### src/rtl/llr_pair_feeder.sv
// Single-frame LLR buffer feeding the stage-0 f/g node: saturates N raw channel LLRs
// on load, then streams the pairs (LLR[i], LLR[i+N/2]) one per handshake.
module llr_pair_feeder #(
  parameter int bitwidth = 7,
  parameter int in_width = 8,
  parameter int N        = 32
) (
  input  logic                      clk_i,
  input  logic                      rst_ni,
  input  logic [in_width-1:0]       llr_i,
  input  logic                      llr_valid_i,
  output logic                      llr_ready_o,
  output logic [bitwidth-1:0]       r1_o,
  output logic [bitwidth-1:0]       r2_o,
  output logic                      pair_valid_o,
  input  logic                      pair_ready_i,
  output logic [$clog2(N/2)-1:0]    pair_idx_o,
  output logic                      last_o,
  output logic                      sat_o
);

  // Handshakes: a transfer happens on a rising edge where valid and ready are both 1;
  // the producer holds data stable while valid=1 and ready=0.

  localparam int HALF = N / 2;
  localparam int IW   = $clog2(HALF);
  localparam int AW   = $clog2(N);
  localparam int MAXV = 2 ** (bitwidth - 1) - 1;

  localparam logic signed [in_width-1:0] P_IN_MAX  = in_width'(MAXV);
  localparam logic signed [in_width-1:0] P_IN_MIN  = in_width'(-MAXV);
  localparam logic [bitwidth-1:0]        P_OUT_MAX = bitwidth'(MAXV);
  localparam logic [bitwidth-1:0]        P_OUT_MIN = bitwidth'(-MAXV);

  typedef enum logic {
    S_LOAD = 1'b0,
    S_EMIT = 1'b1
  } state_t;

  state_t                r_state;
  state_t                w_next_state;
  logic [AW-1:0]         r_wr_ptr;
  logic [IW-1:0]         r_rd_idx;
  logic                  r_sat;
  logic [bitwidth-1:0]   r_mem [N];

  logic signed [in_width-1:0] w_in;
  logic                  w_hi;
  logic                  w_lo;
  logic [bitwidth-1:0]   w_sat_llr;
  logic                  w_in_hs;
  logic                  w_pair_hs;
  logic                  w_wr_last;
  logic                  w_rd_last;
  logic                  w_emit;

  // The clamp is symmetric so the most-negative code never reaches the f/g stage,
  // where a negation of it would overflow.
  assign w_in      = llr_i;
  assign w_hi      = (w_in > P_IN_MAX);
  assign w_lo      = (w_in < P_IN_MIN);
  assign w_sat_llr = w_hi ? P_OUT_MAX : (w_lo ? P_OUT_MIN : w_in[bitwidth-1:0]);

  assign w_emit    = (r_state == S_EMIT);
  assign w_in_hs   = llr_valid_i && !w_emit;
  assign w_pair_hs = pair_ready_i && w_emit;
  assign w_wr_last = (r_wr_ptr == AW'(N - 1));
  assign w_rd_last = (r_rd_idx == IW'(HALF - 1));

  always_comb begin
    w_next_state = r_state;
    case (r_state)
      S_LOAD: if (w_in_hs && w_wr_last) w_next_state = S_EMIT;
      S_EMIT: if (w_pair_hs && w_rd_last) w_next_state = S_LOAD;
      default: w_next_state = S_LOAD;
    endcase
  end

  always_ff @(posedge clk_i or negedge rst_ni) begin
    if (!rst_ni) begin
      r_state  <= S_LOAD;
      r_wr_ptr <= '0;
      r_rd_idx <= '0;
      r_sat    <= 1'b0;
    end else begin
      r_state <= w_next_state;
      if (w_in_hs) begin
        r_wr_ptr <= w_wr_last ? '0 : r_wr_ptr + 1'b1;
        if (w_hi || w_lo) r_sat <= 1'b1;
      end
      if (w_pair_hs) begin
        if (w_rd_last) begin
          r_rd_idx <= '0;
          r_sat    <= 1'b0;
        end else begin
          r_rd_idx <= r_rd_idx + 1'b1;
        end
      end
    end
  end

  // Frame storage carries no reset; it is always fully rewritten before EMIT.
  always_ff @(posedge clk_i) begin
    if (w_in_hs) r_mem[r_wr_ptr] <= w_sat_llr;
  end

  assign llr_ready_o  = !w_emit;
  assign pair_valid_o = w_emit;
  assign r1_o         = w_emit ? r_mem[{1'b0, r_rd_idx}] : '0;
  assign r2_o         = w_emit ? r_mem[{1'b1, r_rd_idx}] : '0;
  assign pair_idx_o   = w_emit ? r_rd_idx : '0;
  assign last_o       = w_emit && w_rd_last;
  assign sat_o        = r_sat;

endmodule

### config.mk
export PLATFORM = sky130hd
export DESIGN_NAME = llr_pair_feeder
export DESIGN_NICKNAME = d
export VERILOG_FILES = /design/src/rtl/llr_pair_feeder.sv
export SDC_FILE = /design/constraint.sdc
export NUM_CORES = 1
export LEC_CHECK = 0
export ABC_AREA = 1
export CAP_MARGIN = 40
export CELL_PAD_IN_SITES_DETAIL_PLACEMENT = 0
export CELL_PAD_IN_SITES_GLOBAL_PLACEMENT = 1
export CORE_MARGIN = 8
export CORE_UTILIZATION = 48
export DETAILED_ROUTE_END_ITERATION = 10
export MAX_ROUTING_LAYER = met4
export PLACE_DENSITY_LB_ADDON = 0.1
export SLEW_MARGIN = 20
export SYNTH_ARGS = -nofsm -noshare
export SYNTH_HDL_FRONTEND = slang
export SYNTH_SLANG_ARGS = --single-unit
### constraint.sdc
create_clock -name clk_i -period 2.2 [get_ports clk_i]
set_input_delay 0.44 -clock clk_i [delete_from_list [all_inputs] [get_ports clk_i]]
set_output_delay 0.44 -clock clk_i [all_outputs]
set_load 0.01 [all_outputs]
Yosys cells after proc, flatten, opt, wreduce, memory -nomap -nowiden
Memories as Yosys holds them, arrays and structs flattened.
Index checks and enable logic that the tools add are counted.
{ "totals": {"register_bits": 11, "mem_bits_rw": 224, "out_inout_bits": 22, "elab_cells": 35, "memories": 1} }
{ "classes": {"add_sub_neg": 2, "n_lt_le_gt_ge": 2, "eq_ne": 2, "mux": 16, "bitwise": 1, "n_reduce_logical": 7} }
{ "memory_table": {"columns": ["name", "words", "word_bits", "rd", "rd_ports_with_merged_regs", "wr", "line", "text"], "rows": [
  ["r_mem", 32, 7, 2, 0, 1, "45", "logic [bitwidth-1:0] r_mem [N];"]
]} }
{ "op_table": {"columns": ["cell", "n"], "rows": [
  ["2-to-1 mux 7 bit", 4],
  ["greater-than comparator 8 x 7 -> 1 bit (second input constant)", 1],
  ["< comparator 8 x 7 -> 1 bit (second input constant)", 1],
  ["2-to-1 mux 1 bit", 8],
  ["2-to-1 mux 4 bit", 2],
  ["adder 5 x 1 -> 5 bit (second input constant)", 1],
  ["equality test 5 bit (second input constant)", 1],
  ["logical AND 1 bit", 5],
  ["2-to-1 mux 5 bit", 1],
  ["adder 4 x 1 -> 4 bit (second input constant)", 1],
  ["equality test 4 bit (second input constant)", 1],
  ["case mux 1 bit (2 select lines)", 1],
  ["zero test 1 bit", 1],
  ["logical OR 1 bit", 1],
  ["inverter 1 bit", 1]
]} }

Depth between registers and ports, before layout
Gate-level depths: netlist (run 1).
{ "logic_depth": {"ltp_word": 6, "ltp_mapped": 11, "mapped_depth_nobuf": 8} }

Worst setup path after synthesis (run 1)
OpenSTA, ideal clock, no wires.
{ "synth_timing": {"path_type": "input port to flip-flop", "from": "input llr_i[1]", "to": "memory r_mem[0][1], data pin", "arrival_time_ns": 1.486, "required_time_ns": 1.849, "slack_ns": 0.363, "path_stages": 6, "path_buffers": 0, "path_cell_list": "nor2_1 -> nand3_1 -> nand2_1 -> nand2_1 -> inv_1 -> nor2_1"} }
{ "synth_via": {"elab_chain_cells": 3, "elab_cells_between_ends": 4, "cone_classes": "order compare: 2; mux: 2"} }
{ "synth_lines": {"columns": ["element", "line", "text"], "rows": [
  ["from (decl)", "10", "input logic [in_width-1:0] llr_i,"],
  ["< comparator 8 x 7 -> 1 bit", "61", "assign w_lo = (w_in < P_IN_MIN);"],
  ["2-to-1 mux 7 bit", "62", "assign w_sat_llr = w_hi ? P_OUT_MAX : (w_lo ? P_OUT_MIN : w_in[bitwidth-1:0]);"],
  ["2-to-1 mux 7 bit (*)", "62", null],
  ["named net w_sat_llr[1]", "50", "logic [bitwidth-1:0] w_sat_llr;"],
  ["to (decl)", "45", null]
]} }
The timed path passes the listed nets; every way through them passes the cells marked *.

Worst setup path after layout (run 1)
{ "layout_timing": {"from": "register r_rd_idx[0]", "to": "output r1_o[4]"} }
{ "layout_via": {"elab_chain_cells": 2} }
{ "layout_lines": {"columns": ["element", "line", "text"], "rows": [
  ["from (decl)", "43", "logic [IW-1:0] r_rd_idx;"],
  ["from (signal assigned)", "96", "r_rd_idx <= r_rd_idx + 1'b1;"],
  ["memory read (32 x 7 bit)", null, null],
  ["2-to-1 mux 7 bit", "109", "assign r1_o = w_emit ? r_mem[{1'b0, r_rd_idx}] : '0;"],
  ["to (decl)", "13", "output logic [bitwidth-1:0] r1_o,"]
]} }
No other way between the ends.

==> key figures, run 1 <==
Outcome
  – Outcome: finished, violations left
  – Failing checks: setup timing

Synthesis
  – Largest family of logic cells by synthesized area: simple AND/OR/NAND/NOR gates
  – Adder-Cell Fraction of Synth Area: 0.7156%
  – Synth Net Count: about 1100
  – FF+latch count, synth: 235
  – Synth Instances: 1069
  – Post-synthesis compound-gate area fraction: about 1.3%
  – Post-synthesis sequential area ratio: between 60% and 70%
  – Syn_area_per_cell: between 9 and 10 um2
  – XOR/XNOR Fraction of Synth Area: 0.08349%
  – Mux cell area share after synthesis: 0%
  – Unique masters post-synth: 22
  – Synthesized area: roughly 10000 um2
  – Simple-gate share of the synthesized area: approximately 22%
  – Ys Warns: 0

Timing
  – Fmax: approximately 390 MHz
  – Final cycle utilization of the critical path: 117.9%
  – Worst-margin pin slew: 0.6455 ns
  – Tmin final: around 2.6 ns
  – Setup ws final: -0.3946 ns
  – Setup_tns: -4.787 ns
  – Fin. Hold Viols: 0
  – Setup-failing EPs final: 15
  – RSZ-0062 raised after global routing: yes
  – Max-slew violations: 0
  – Clock Skew: roughly 0.0053 ns
  – Slew margin rel.: a little under three fifths

Place
  – Cells after DPL: 1434
  – Gpl congestion: slightly above 0.8
  – Placed standard-cell area: roughly 12000 um2
  – DP Worst Slack: -0.2798 ns
  – Port buffer count: 33
  – Dpl hpwl: between 15000 and 20000 um

Detailed routing
  – Final WL: about 27000 um
  – Post-route DRC: 0
  – Antenna viol nets, final: 0
  – 1st-iter DRT viols: 444
  – Average wire per cell in the routed design: 18.20 um
  – Pre-antenna DRT Iters: 4
  – Post-DR vias/cell: ~5
  – Via count: roughly 7500

Floorplan
  – # rows: 54
  – Initial core utilization: between 40% and 50%
  – Die Area: 26840 um2
  – Die Y: about 160 um
  – Number of I/O pins: 34
  – CORE AREA: between 20000 and 25000 um2
  – DIE WIDTH: approximately 160 um

Setup path
  – R2r setup slk: 0.37 ns
  – Crit path launch type: flip-flop
  – CP max FO: 7
  – Crit. End Element: primary output
  – Critical path required time: roughly 1.8 ns
  – CP Class: reg2out
  – Critical Path AT: around 2.2 ns

Clocking
  – Clock-pin slew on the worst setup and hold paths: 0.06 ns
  – Worst-skew pair later-pin latency: between 0.5 and 0.6 ns
  – Root buf cell: clkbuf_16
  – Clk buf depth: 3
  – CTS tree: yes
  – Clock sink total: between 200 and 250
  – H-tree depth: 1
  – Cts hold-fix bufs: 0
  – Number of CTS-inserted buffers: 26

Global route
  – Initial antenna violation count: 0
  – First-pass GRT wire length: between 40000 and 50000 um
  – Largest net degree at the start of global routing: 33
  – Vias in the first global route: around 7400
  – Total grt overflow: 0
  – Total GRT Usage: 20.92%

Finish
  – Most common cell after layout, fill and taps aside: nand2_1
  – Area Growth Syn to Fin: 28.05%
  – Antenna cell count: 0
  – Fin nets: 1220
  – Fin util: between 60 and 70%
  – Commonest non-fill, non-tap cells in the layout: 370 x nand2_1, 224 x edfxtp_1, 166 x inv_1
  – Post-route cell area: around 13000 um2
  – Finished Layout Cells: roughly 1500
  – Proportion of layout cells with a drive suffix above 1: between 20 and 25%

Flow run
  – Max-cap viol count: 0

Pwr
  – VDD IR max: around 730 uV
  – Leak Pwr: roughly 6 nW
  – Pwr dens: roughly 1300 nW/um2

Min path
  – HP Class: in2async
## registers in the layout (all words and copies together) (netlist names)
register      count
r_mem           224
r_wr_ptr          5
r_rd_idx          4
pair_valid_o      1
sat_o             1
## per-layer routing
metal  wire [um]  vias to the layer above  global-route usage (%)
met5           0                        -                       -
li1            -                     3672                       -
met1       12170                     3582                   26.84
met4         649                        0                   5.868
met2       13240                      169                   34.30
met3        1266                       48                   3.033
## worst max-delay path, stage by stage (launching register included)
cell and delay [ns]:
dfrtp_4 0.51, clkinv_8 0.10, buf_12 0.16, buf_12 0.14, nand2_1 0.05, nand3_1 0.06, nand2_1 0.08, nand2_1 0.07
nand2_1 0.07, inv_2 0.05, a21oi_4 0.19, buf_6 0.13
## synth_stat cells
| library cell | number | area share (%) |
|---|---|---|
| clkbuf_1 | 9 | 0.32 |
| inv_4 | 1 | 0.060 |
| xor2_1 | 1 | 0.084 |
| inv_1 | 172 | 6.2 |
| o21ai_0 | 7 | 0.33 |
| dfrtp_1 | 11 | 2.6 |
| inv_2 | 3 | 0.11 |
| nor2_1 | 49 | 1.8 |
| nand2_1 | 402 | 14 |
| ha_1 | 6 | 0.72 |
| o22ai_1 | 2 | 0.12 |
| buf_2 | 26 | 1.2 |
| nor2_2 | 1 | 0.060 |
| buf_6 | 7 | 0.75 |
| or2_2 | 1 | 0.060 |
| edfxtp_1 | 224 | 64 |
| nand4_1 | 2 | 0.12 |
| o211ai_1 | 1 | 0.072 |
| buf_4 | 3 | 0.21 |
| buf_1 | 2 | 0.072 |
| a21oi_1 | 17 | 0.81 |
| nand3_1 | 122 | 5.8 |
## power by group
group	internal [W]	leakage (nW)	switching, W
Sequential	0.00515	2.14	0.000181
Combinational	0.00306	3.40	0.00420
Clock	0.00258	0.410	0.00174
Total	0.0108	5.95	0.00612
## metrics by stage
| step | power [W] | hold slack, ns |
|---|---|---|
| after floorplan | 0.008705 | 0.1444 |
| after global placement | 0.01129 | 0.5076 |
| after CTS | 0.01646 | 0.3157 |
| final | 0.01691 | 0.3083 |
| after detailed placement | 0.01128 | 0.5098 |
| after global routing | 0.01782 | 0.3339 |
## cell type report
cell class              instances  area [um2]
repair buffers                152        1583
inverters                     176       680.7
fillers                      1816        8188
well taps                     280       350.3
clock buffers                  32       694.4
multi-input cells             611        2967
flip-flops and latches        235        7009
clock inverters                15       148.9
## repair_timing
item,4_1_cts,5_1_grt
gates resized for setup,151,62
pin swaps,30,33
hold endpoints to repair,0,0
setup buffers,10,5
endpoints found under the setup margin,18,17
gates cloned,4,5
## kinds of logic (layout without fill, tap and decap cells)
family	Yosys count	in the layout
AOI/OAI and AO/OA	27	27
xor gates and xnor gates	1	1
adders and majority gates	6	6
buffers and inverters	223	375
DFF	235	235
and+or+nand+nor	577	577
## final timing paths
check	depth (start not counted)	end	start
min in group clk_i	2	sat_o$_DFF_PN0_	sat_o$_DFF_PN0_
worst max register to register	8	r_mem[21][0]$_DFFE_PP_	pair_valid_o$_DFF_PN0_
worst min-delay path	1	r_rd_idx[0]$_DFFE_PN0P_	rst_ni
worst max-delay path	11	r1_o[4]	r_rd_idx[0]$_DFFE_PN0P_
max in group asynchronous	1	r_rd_idx[0]$_DFFE_PN0P_	rst_ni
worst min register to register	2	sat_o$_DFF_PN0_	sat_o$_DFF_PN0_
Power figures use the tool's default switching activity.
==> run 2, diff against run 1 <==
clock period = 2.7 ns   (was 2.2 ns; I/O delays follow)
==> run 2 against run 1 <==
Net effect: routed wire length shrank 1.9%; critical path type unchanged; largest cell class unchanged; largest power group unchanged; the run still ends with setup timing left; clock power shrank 25%; final cell count shrank 2.4%; register-to-register slack gained 0.03 ns.
==> key figures, run 2 (synthesized netlist as in run 1, its figures left out) <==
Outcome
  – Outcome: finished, violations left
  – Failing checks: setup timing

Clocking
  – H-tree depth: 1 (unchanged)
  – Clk buf depth: 3 (unchanged)
  – Clock-pin slew on the worst setup and hold paths: 0.06 ns (about the same)
  – Worst-skew pair later-pin latency: 0.52 ns (about the same)
  – Number of CTS-inserted buffers: 26 (unchanged)
  – Root buf cell: clkbuf_16
  – CTS tree: yes
  – Clock sink total: 235 (unchanged)

Setup path
  – Crit. End Element: primary output
  – CP max FO: 8 (+1)
  – Critical Path AT: 2.24 ns (+0.09 ns)
  – Crit path launch type: flip-flop
  – CP Class: reg2out
  – Critical path required time: 2.16 ns (+0.40 ns)

Floorplan
  – Die Area: 26840 um2 (unchanged)
  – Die Y: 163.8 um (unchanged)
  – CORE AREA: 21620 um2 (unchanged)
  – Number of I/O pins: 34 (unchanged)
  – # rows: 54 (unchanged)
  – DIE WIDTH: 163.8 um (unchanged)
  – Initial core utilization: 48.52% (unchanged)

Timing
  – Max-slew violations: 0 (unchanged)
  – Tmin final: 2.775 ns
  – Setup-failing EPs final: 12 (-3)
  – RSZ-0062 raised after global routing: yes
  – Final cycle utilization of the critical path: 102.8%
  – Fmax: roughly 360 MHz
  – Clock Skew: 0.01403 ns (+0.008754 ns)
  – Slew margin rel.: 47.94% (-8.9 points)
  – Fin. Hold Viols: 0 (unchanged)
  – Setup ws final: -0.07542 ns (+0.3192 ns)
  – Worst-margin pin slew: 0.7809 ns (+0.1354 ns)

Global route
  – Total grt overflow: 0 (unchanged)
  – Total GRT Usage: 21.46% (+0.54 points)
  – First-pass GRT wire length: 42550 um (+1.8%)
  – Largest net degree at the start of global routing: 33 (unchanged)
  – Initial antenna violation count: 0 (unchanged)
  – Vias in the first global route: 7435 (+0.50%)

Place
  – DP Worst Slack: 0.05699 ns (+0.3368 ns)
  – Dpl hpwl: 15870 um (-5.5%)
  – Port buffer count: 33 (unchanged)
  – Gpl congestion: 0.7842 (-2.8%)

Finish
  – Fin nets: 1187 (-2.7%)
  – Proportion of layout cells with a drive suffix above 1: 16.37% (-6.6 points)
  – Commonest non-fill, non-tap cells in the layout: 382 x nand2_1, 224 x edfxtp_1, 167 x inv_1
  – Biggest regs: r_mem: 224 flops, r_wr_ptr: 5 flops, r_rd_idx: 4 flops
  – Most common cell after layout, fill and taps aside: nand2_1
  – Area Growth Syn to Fin: 21.45%
  – Antenna cell count: 0 (unchanged)
  – Largest register FFs: 224 (unchanged)
  – Largest Register: r_mem
  – Layout filler cell count: 1906 (+5.0%)

Pwr
  – Switching part of the total: 36.37% (+0.18 points)
  – Pwr dens: 1007 nW/um2 (-20%)
  – Power, Total: 0.01283 W (-24%)
  – Register share of total power: 34.1% (+2.6 points)
  – VDD IR max: 526.8 uV (-27%)
  – Cell Int Power: 0.008163 W (-24%)
  – Clock group share of total power: 25.4% (-0.2 points)
  – Switching pwr: 0.004665 W (-24%)
  – Leak Pwr: 5.588 nW (-6.0%)
  – Combinational Power Share: 40.5% (-2.4 points)

Min path
  – HP Class: in2async

Detailed routing
  – Antenna viol nets, final: 0 (unchanged)
  – Uppermost layer routed: met4
  – Final WL: 26810 um (-1.9%)
  – Met2 wire length: 12780 um (-3.5%)
  – Post-DR vias/cell: 4.932 (-0.92%)
  – Via count: 7225 (-3.3%)
  – Post-route DRC: 0 (unchanged)
  – Average wire per cell in the routed design: 18.30 um (+0.54%)
  – Met1 wire length: 12310 um (+1.2%)
  – Pre-antenna DRT Iters: 5 (+1)
  – 1st-iter DRT viols: 397 (-11%)
  – Total length of routed met3 wires: 1036 um (-18%)

Flow run
  – Max-cap viol count: 0 (unchanged)
[run 2: final timing paths]
kind	end	from	slack, ns	depth (start not counted)
max	r1_o[5]	r_rd_idx[0]$_DFFE_PN0P_	-0.08	9
min	sat_o$_DFF_PN0_	rst_ni	0.41	1
max reg2reg	r_mem[22][4]$_DFFE_PP_	pair_valid_o$_DFF_PN0_	0.40	6
min reg2reg	sat_o$_DFF_PN0_	sat_o$_DFF_PN0_	0.53	2
max in group asynchronous	r_rd_idx[0]$_DFFE_PN0P_	rst_ni	1.83	1
min in group clk_i	sat_o$_DFF_PN0_	sat_o$_DFF_PN0_	0.53	2
[run 2: final cells by class]
cell class | count | area (um2) | share of cell area [%]
inverter | 176 | 670.6 | 5.264
tap | 280 | 350.3 | 2.750
sequential | 235 | 7007 | 55.00
timing repair inverter | 1 | 8.758 | 0.06875
clock inverter | 7 | 56.30 | 0.4420
multi-input combinational | 611 | 2729 | 21.42
clock buffer | 37 | 713.2 | 5.598
timing repair buffer | 118 | 1205 | 9.458
[run 2: worst max-delay path: stages (launching register included)]
cell	delay, ns
dfrtp_4	0.59
inv_8	0.11
buf_12	0.15
buf_16	0.13
nand2_1	0.06
nand3_1	0.08
nand3_1	0.10
nand3_1	0.09
a21oi_2	0.23
buf_2	0.18
[run 2: repair_timing]
action,CTS,global route
gates resized for setup,132,4
cloned,7,0
buffers inserted,11,2
hold buffers,0,0
setup endpoints to repair,15,16
pin swaps,37,3
[run 2: power by group through the flow]
stage                     Combinational, W  Sequential, W  Clock (W)
after global placement             0.00446        0.00440          0
final                              0.00520        0.00438    0.00325
after CTS                          0.00524        0.00438    0.00331
after floorplan                    0.00274        0.00435          0
after detailed placement           0.00447        0.00441          0
after global routing               0.00572        0.00440    0.00344
[run 2: through the flow]
| step | instance area (um2) | hold slack [ns] | utilization, % | setup TNS [ns] | instances |
|---|---|---|---|---|---|
| after floorplan | 10490 | 0.2444 | - | 0 | 1069 |
| after global placement | 11490 | 0.5066 | 53.16 | 0 | 1402 |
| after detailed placement | 11490 | 0.5193 | 53.16 | 0 | 1402 |
| after CTS | 12730 | 0.4156 | 58.88 | -0.5127 | 1463 |
| after global routing | 12740 | 0.4439 | 58.92 | -2.142 | 1465 |
| final | 12740 | 0.4055 | 58.92 | -0.3114 | 1465 |
[run 2: layer usage]
layer / up-vias / global-route usage (%)
li1: 3606 / -
met1: 3439 / 28.07
met2: 133 / 34.54
met3: 47 / 3.008
met4: 0 / 6.281
met5: - / -
